`src/rtl/noc_fifo_arbiter.sv`:
```
`default_nettype none
// +----------------------------------------------------------------------------+
// | Module  : noc_fifo_arbiter                                                 |
// | Brief   : Round-robin pop scheduler feeding N_REQ input FIFOs into one     |
// |           valid/ready NoC link through a 2-entry output buffer.           |
// |           Define NOC_ARB_PKT_LOCK_EN for packet-locked arbitration.        |
// | Revision: 1.0 - initial release                                            |
// +----------------------------------------------------------------------------+
module noc_fifo_arbiter #(
  parameter  int N_REQ   = 4,
  parameter  int D_WIDTH = 16,
  parameter  int DEPTH   = 12,
  localparam int CW      = $clog2(DEPTH) + 1,
  localparam int SW      = (N_REQ > 1) ? $clog2(N_REQ) : 1
) (
  input  logic                       clk,
  input  logic                       rst,
  input  logic [N_REQ-1:0]           i_req_empty,
  input  logic [N_REQ*CW-1:0]        i_req_count,
  input  logic [N_REQ*D_WIDTH-1:0]   i_req_rd_data,
  output logic [N_REQ-1:0]           o_req_rd_en,
  output logic                       o_out_valid,
  input  logic                       i_out_ready,
  output logic [D_WIDTH-1:0]         o_out_data,
  output logic [SW-1:0]              o_out_src
);

  localparam logic [SW:0] C_NREQ = (SW+1)'(N_REQ);
  localparam logic [SW:0] C_ONE  = (SW+1)'(1);

  logic [N_REQ-1:0]   w_elig_raw;
  logic [N_REQ-1:0]   w_elig;
  logic               w_gate;
  logic               w_found;
  logic [SW-1:0]      w_gnt_idx;
  logic               w_room;
  logic               w_issue;
  logic               w_pop_out;
  logic               w_cap;
  logic [D_WIDTH-1:0] w_cap_data;

  logic [1:0]         r_occ;
  logic               r_pend;
  logic [SW-1:0]      r_pend_src;
  logic [SW-1:0]      r_rr_ptr;
  logic [D_WIDTH-1:0] r_buf_data [2];
  logic [SW-1:0]      r_buf_src  [2];
  logic               r_wr_ptr;
  logic               r_rd_ptr;

  function automatic logic [SW-1:0] f_wrap(input logic [SW:0] s);
    if (s >= C_NREQ) return SW'(s - C_NREQ);
    return s[SW-1:0];
  endfunction

  // Count and the registered empty flag must both agree: empty lags count.
  genvar gi;
  generate
    for (gi = 0; gi < N_REQ; gi++) begin : g_elig
      assign w_elig_raw[gi] = (i_req_count[gi*CW +: CW] != '0) && !i_req_empty[gi];
    end
  endgenerate

`ifdef NOC_ARB_PKT_LOCK_EN
  typedef enum logic [0:0] {
    ST_IDLE   = 1'b0,
    ST_LOCKED = 1'b1
  } state_t;

  state_t        r_state;
  logic [SW-1:0] r_lock_src;

  always_comb begin
    w_elig = w_elig_raw;
    if (r_state == ST_LOCKED) w_elig = w_elig_raw & (N_REQ'(1) << r_lock_src);
  end

  // Only one flit in flight so the tail is seen before any further pop.
  assign w_gate = !r_pend;

  always_ff @(posedge clk) begin
    if (rst) begin
      r_state    <= ST_IDLE;
      r_lock_src <= '0;
      r_rr_ptr   <= '0;
    end else begin
      case (r_state)
        ST_IDLE: begin
          if (w_issue) begin
            r_state    <= ST_LOCKED;
            r_lock_src <= w_gnt_idx;
          end
        end
        ST_LOCKED: begin
          if (w_cap && w_cap_data[D_WIDTH-1]) begin
            r_state  <= ST_IDLE;
            r_rr_ptr <= f_wrap({1'b0, r_lock_src} + C_ONE);
          end
        end
        default: r_state <= ST_IDLE;
      endcase
    end
  end
`else
  assign w_elig = w_elig_raw;
  assign w_gate = 1'b1;

  always_ff @(posedge clk) begin
    if (rst) begin
      r_rr_ptr <= '0;
    end else if (w_issue) begin
      r_rr_ptr <= f_wrap({1'b0, w_gnt_idx} + C_ONE);
    end
  end
`endif

  always_comb begin
    w_found   = 1'b0;
    w_gnt_idx = r_rr_ptr;
    for (int k = 0; k < N_REQ; k++) begin
      if (!w_found && w_elig[f_wrap({1'b0, r_rr_ptr} + k[SW:0])]) begin
        w_found   = 1'b1;
        w_gnt_idx = f_wrap({1'b0, r_rr_ptr} + k[SW:0]);
      end
    end
  end

  assign w_pop_out  = o_out_valid && i_out_ready;
  // occ + pend - pop_out <= 1, rearranged to stay unsigned.
  assign w_room     = ({1'b0, r_occ} + {2'b00, r_pend}) <= (3'd1 + {2'b00, w_pop_out});
  assign w_issue    = w_found && w_room && w_gate && !rst;
  assign o_req_rd_en = w_issue ? (N_REQ'(1) << w_gnt_idx) : '0;

  assign w_cap      = r_pend;
  assign w_cap_data = i_req_rd_data[int'(r_pend_src)*D_WIDTH +: D_WIDTH];

  assign o_out_valid = (r_occ != 2'd0);
  assign o_out_data  = r_buf_data[r_rd_ptr];
  assign o_out_src   = r_buf_src[r_rd_ptr];

  always_ff @(posedge clk) begin
    if (rst) begin
      r_occ         <= 2'd0;
      r_pend        <= 1'b0;
      r_pend_src    <= '0;
      r_wr_ptr      <= 1'b0;
      r_rd_ptr      <= 1'b0;
      r_buf_data[0] <= '0;
      r_buf_data[1] <= '0;
      r_buf_src[0]  <= '0;
      r_buf_src[1]  <= '0;
    end else begin
      r_pend <= w_issue;
      if (w_issue) r_pend_src <= w_gnt_idx;
      if (w_cap) begin
        r_buf_data[r_wr_ptr] <= w_cap_data;
        r_buf_src[r_wr_ptr]  <= r_pend_src;
        r_wr_ptr             <= !r_wr_ptr;
      end
      if (w_pop_out) r_rd_ptr <= !r_rd_ptr;
      r_occ <= r_occ + {1'b0, w_cap} - {1'b0, w_pop_out};
    end
  end

endmodule
`default_nettype wire

```
`config.mk`:
```
export PLATFORM = sky130hd
export DESIGN_NAME = noc_fifo_arbiter
export DESIGN_NICKNAME = d
export VERILOG_FILES = /design/src/rtl/noc_fifo_arbiter.sv
export SDC_FILE = /design/constraint.sdc
export NUM_CORES = 1
export LEC_CHECK = 0
export CAP_MARGIN = 20
export CORE_MARGIN = 10
export CORE_UTILIZATION = 30
export CTS_CLUSTER_SIZE = 10
export DETAILED_ROUTE_END_ITERATION = 6
export SLEW_MARGIN = 15
export SYNTH_ARGS = -nofsm -noshare
export SYNTH_HDL_FRONTEND = slang
export SYNTH_SLANG_ARGS = --single-unit
```
`constraint.sdc`:
```
create_clock -name clk -period 7.8 [get_ports clk]
set_input_delay 1.56 -clock clk [delete_from_list [all_inputs] [get_ports clk]]
set_output_delay 1.56 -clock clk [all_outputs]
set_load 0.01 [all_outputs]
```
# Word-level counts from Yosys, hierarchy flattened
# Memories as Yosys holds them, arrays and structs flattened. A register that Yosys moved wholly into a read port is not among the register bits.
# Cells that the tools add are included.
totals:
  register_bits: 9
  elab_cells: 117
  ram_bits: 36
  n_memories: 2
  in_bits: 91
  output_inout_bits: 23
mem_list:
  columns: ["name", "words", "width", "read_ports", "rd_clocked_by_memory_dff", "wr", "line", "rtl"]
  rows:
  - ["r_buf_data", 2, 16, 1, 1, 2, "46", "logic [D_WIDTH-1:0] r_buf_data [2];"]
  - ["r_buf_src", 2, 2, 1, 1, 2, "47", "logic [SW-1:0] r_buf_src [2];"]
classes:
  order_cmp: 10
  n_reduce_logical: 27
  add_sub_neg: 13
  n_mux: 57
  n_shift: 2
ops:
  columns: ["op", "count"]
  rows:
  - ["$shiftx A64 B7 Y16", 1]
  - ["$mux W2", 19]
  - ["$mux W1", 32]
  - ["$reduce_bool A5 Y1", 4]
  - ["$mux W16", 1]
  - ["$reduce_or A16 Y1", 1]
  - ["$ge A3 B3 Y1 const B", 4]
  - ["$lt A2 B3 Y1 const B", 4]
  - ["$logic_and A1 B1 Y1", 10]
  - ["$logic_not A1 Y1", 10]
  - ["$sub A2 B1 Y2 const B", 5]
  - ["$bmux W1 S2", 4]
  - ["$add A2 B1 Y3 const B", 2]
  - ["$add A2 B2 Y3 const B", 2]
  - ["$mux W4", 1]
  - ["$shl A1 B2 Y4 const A", 1]
  - ["$add A2 B1 Y3", 1]
  - ["$ge A2 B3 Y1 const B", 1]
  - ["$le A3 B2 Y1", 1]
  - ["$add A1 B1 Y2 const A", 1]
  - ["$add A2 B1 Y2", 1]
  - ["$reduce_bool A2 Y1", 1]
  - ["$reduce_or A2 Y1", 1]
  - ["$sub A2 B1 Y2", 1]

# Depth between registers and ports, before layout
logic_depth:
  word_depth: 23
  ltp_mapped: 9
  depth_no_buf: 9

# Least setup slack after synthesis
# OpenSTA, ideal clock, no wires.
synth_path:
  path_kind: "input to output"
  from: "in i_req_count[5]"
  to: "out o_req_rd_en[1]"
  arrival_time_ns: 3.189
  setup_slack_ns: 3.051
  stages: 7
  path_buffers: 0
  required_time_ns: 6.240
  path_cell_list: "or4_4 o21ba_4 or3_1 o2111ai_2 inv_1 ha_1 and2_1"
synth_via:
  elab_cells_between_ends: 28
  classes_between: "shift: 1; mux: 17; reduce/logical: 10"
synth_rtl:
  columns: ["element", "line", "rtl"]
  rows:
  - ["start: declaration", "19", "input logic [N_REQ*CW-1:0] i_req_count,"]
  - ["$reduce_bool A5 Y1 *", "60", "assign w_elig_raw[gi] = (i_req_count[gi*CW +: CW] != '0) && !i_req_empty[gi];"]
  - ["$logic_and A1 B1 Y1 *", "60", null]
  - ["$bmux W1 S2", "121", "if (!w_found && w_elig[f_wrap({1'b0, r_rr_ptr} + k[SW:0])]) begin"]
  - ["$mux W1 (not written as such)", "121", null]
  - ["$mux W1", "121", null]
  - ["$logic_not A1 Y1", "121", null]
  - ["$logic_and A1 B1 Y1", "121", null]
  - ["$mux W1", "121", null]
  - ["$logic_not A1 Y1", "121", null]
  - ["$logic_and A1 B1 Y1", "121", null]
  - ["$mux W1", "121", null]
  - ["$logic_not A1 Y1", "121", null]
  - ["$logic_and A1 B1 Y1", "121", null]
  - ["$mux W2 *", "121", null]
  - ["named net w_gnt_idx[0]", "35", "logic [SW-1:0] w_gnt_idx;"]
  - ["$shl A1 B2 Y4 *", "132", "assign o_req_rd_en = w_issue ? (N_REQ'(1) << w_gnt_idx) : '0;"]
  - ["$mux W4 *", "132", null]
  - ["end: declaration", "21", "output logic [N_REQ-1:0] o_req_rd_en,"]
# The timed path passes the listed nets; every way through them passes the cells marked *. The select of a mux whose other input is x is not followed.

# Worst setup path after layout
layout_path:
  from: "in i_req_count[5]"
  to: "out o_req_rd_en[3]"
# Same word-level chain as after synthesis.

==> run metrics <==
Placement Rows=34; Port Buffers=113; cell leakage power=1.46 nW; Critical-path top delay cell=clkdlybuf4s50_1; TNS Setup=0 ns; WL met1=3.05 mm; Int Power=0.735 mW; total gr overflow=0; Starting Density=30.7%; synthesized area=2680 um2; warnings from Yosys=0; drt via density=4.73; WL final=7.09 mm; sw frac=32.8%; via count=2004; P&R area growth vs syn=49.7%; CP endpoint kind=output pin; Clock power frac=12.7%; setup violators final=0; number of synthesized register bits=46; vias in the first global route=2188; Setup Buffers After CTS=0; Fill cells=826; routed wl met2=3.31 mm; number of buffers and inverters on the critical path=3; Design Power=1.09 mW; clock slew at reported path FFs=0.08 ns; Detailed Place HPWL=5.59 mm; Clock Latency Late Sink=0.29 ns; CP most frequent cell=clkdlybuf4s50_1; Required @ worst endpoint=6.24 ns; Ports=114; largest fanout on the critical path=4; Final nets=416; Design Area, Final=4010 um2; n_diodes=0; CTS buffer count=5; initial DRC count=76; worst vdd ir=0.112 mV; fmax=174 MHz; pin count of the biggest net entering global routing=20; wire per inst=16.7 um; Synth async-reset ratio=0%; antenna violations before repair=0; Hold WC Path Type=flop to flop; sequential cell area fraction in the yosys report=47.9%; core box area=8720 um2; Syn Inst Count=202; Tightest Pin Transition=0.993 ns; Top FF cell, synth=edfxtp_1; Yosys top cell area share=40.4%; final max-slew violation count=0; CP delay by family, top=buffers and inverters; # resized after CTS=0; Top Layer Used=met4; Seq pwr share=37.5%; syn_nets=303; Setup crit start kind=primary input; critical path cell sequence=clkdlybuf4s50_1, or4_4, o21ba_4, o311ai_0, o21ai_1, inv_1, ha_1, and2_1, clkdlybuf4s50_1; Pwr Density=273 nW/um2; die span in x=114 um; CP arrival=4.20 ns; Placed Area=3930 um2; crit path time final=5.76 ns; GPL Wtd Cong=0.745; maxcap violations=0; die area=13100 um2; Synth cell types=39; overall global routing resource usage=10.7%; CTS root buffer=clkbuf_8; CTS Sinks=46; DR DRC count=0; CTS Hold Bufs=0; met3 WL=637 um; Hold Violations, Final=0; Max-slew headroom=33.8%; Final Skew=0.00616 ns; Placed Cells=416; Gate power share=49.8%; Setup CP Type=primary input to output pin; DRT Pass-1 Iters=4; P_sw=0.359 mW; RSZ-0062 raised after global routing=no; H-tree depth=2; number of flops mapped to enable cells by yosys=36; area used by multi-input combinational logic=1320 um2; DRT antenna net count=0; synthesized area per cell=13.3 um2; die height=114 um; area leader, netlist=edfxtp_1; first-pass GRT wire length=11.2 mm; CTS tree=yes; final cycle utilization of the critical path=73.8%; maximum buffer depth of the clock tree=2; Synth area leaders=edfxtp_1 40%, mux4_2 13%, mux2_2 8.0%, dfxtp_1 7.5%, and2_1 4.7%; outcome=complete, no violations; layout cells sized above 1=16.5%; Final Non-Filler Cells=424; FF/Latch Area=1280 um2; Crit path largest cell delay=0.55 ns
==> path summary, 6_finish.rpt <==
kind              cells after the start  slack (ns)                  endpoint                  start
setup / recovery                      9        2.04            o_req_rd_en[3]         i_req_count[5]
hold / removal                        2        0.51                      flop  r_rd_ptr$_SDFFE_PP0P_
setup reg to reg                      8        5.20  r_rr_ptr[1]$_SDFFE_PP0P_    r_occ[1]$_SDFF_PP0_
hold reg to reg                       2        0.51                      flop  r_rd_ptr$_SDFFE_PP0P_
==> metal layers <==
| layer | up-vias | global-route usage (%) |
|---|---|---|
| met2 | 79 | 17.1 |
| met3 | 7 | 3.77 |
| met5 | - | 0 |
| li1 | 966 | - |
| met4 | 0 | 3.01 |
| met1 | 952 | 13.3 |
==> synth_stat cells, types with 2 or more instances <==
master	n
nor2b_1	18
mux4_2	16
a21oi_1	4
buf_2	2
nand2b_1	3
xnor2_1	3
ha_1	9
edfxtp_1	36
mux2i_1	2
nor2_1	12
nor4_1	2
mux2_2	19
clkbuf_1	6
o311ai_0	2
inv_1	11
and2_1	20
o21bai_1	2
dfxtp_1	10
nor3_1	3
nand2_1	3
==> area by class of cell <==
class	count	area share, %
flip-flops and latches	46	32.0
clock inverters	2	0.219
clock buffers	6	1.81
well taps	108	3.37
inverters	11	1.03
multi-input cells	136	33.0
repair buffers	115	28.6
==> worst register-to-register path, delay by kind of cell (launching register included) <==
kind            cells  cell delay [ns]
mux                 1             0.39
flops               1             0.33
compound gates      3             0.67
fa+ha+maj           1             0.56
simple gates        2             0.42
buf+inv             1             0.09
==> metrics by stage <==
stage                     worst slack (ns)  util (%)  hold slack [ns]
after floorplan                       3.05         -            0.472
after global placement                2.10      45.0            0.495
after detailed placement              2.04      45.0            0.493
after CTS                             2.03      46.0            0.515
after global routing                  1.90      46.0            0.550
final                                 2.04      46.0            0.509
==> cells in the final DEF, fill, tap and decap left out, drive strengths merged, types with 2 or more instances in the layout <==
| master | Yosys | layout |
|---|---|---|
| o21ai | 2 | 2 |
| nand2b | 3 | 3 |
| mux2i | 2 | 2 |
| a21oi | 4 | 4 |
| and2 | 20 | 20 |
| clkdlybuf4s50 | 0 | 113 |
| inv | 11 | 11 |
| mux2 | 20 | 20 |
| xnor2 | 3 | 3 |
| nor2b | 18 | 18 |
| mux4 | 16 | 16 |
| o311ai | 2 | 2 |
| nor4 | 2 | 2 |
| buf | 3 | 2 |
| clkinv | 0 | 2 |
| or4 | 2 | 2 |
| edfxtp | 36 | 36 |
| clkbuf | 6 | 6 |
| nand2 | 3 | 3 |
| nor3 | 3 | 3 |
| dfxtp | 10 | 10 |
| nor2 | 13 | 13 |
| ha | 9 | 9 |
| o21bai | 3 | 3 |
==> logic make-up (layout without fill, tap and decap cells) <==
kind of cell             after synthesis  in the layout  synth area share (%)
AO/OA/AOI/OAI                         17             17                  5.84
XOR/XNOR                               4              4                  1.31
adder cells (fa/ha/maj)               10             10                  4.95
buffers and inverters                 20            134                  2.90
flip-flops                            46             46                  47.9
multiplexers                          38             38                  22.8
AND/OR/NAND/NOR                       67             67                  14.4
==> state kept, by name, summed over array words and instances (netlist names), named ones only <==
| register | flops |
|---|---|
| r_wr_ptr | 1 |
| r_rd_ptr | 1 |
| r_occ | 2 |
| r_pend | 1 |
| r_rr_ptr | 2 |
| r_pend_src | 2 |
| r_buf_data | 32 |
| r_buf_src | 4 |
==> power groups by stage <==
stage | combinational [mW] | clock [mW] | sequential (mW)
after floorplan | 0.373 | 0 | 0.366
after global placement | 0.551 | 0 | 0.415
after detailed placement | 0.555 | 0 | 0.419
after CTS | 0.559 | 0.142 | 0.414
after global routing | 0.602 | 0.151 | 0.423
final | 0.544 | 0.139 | 0.411
(Power assumes the default switching activity.)
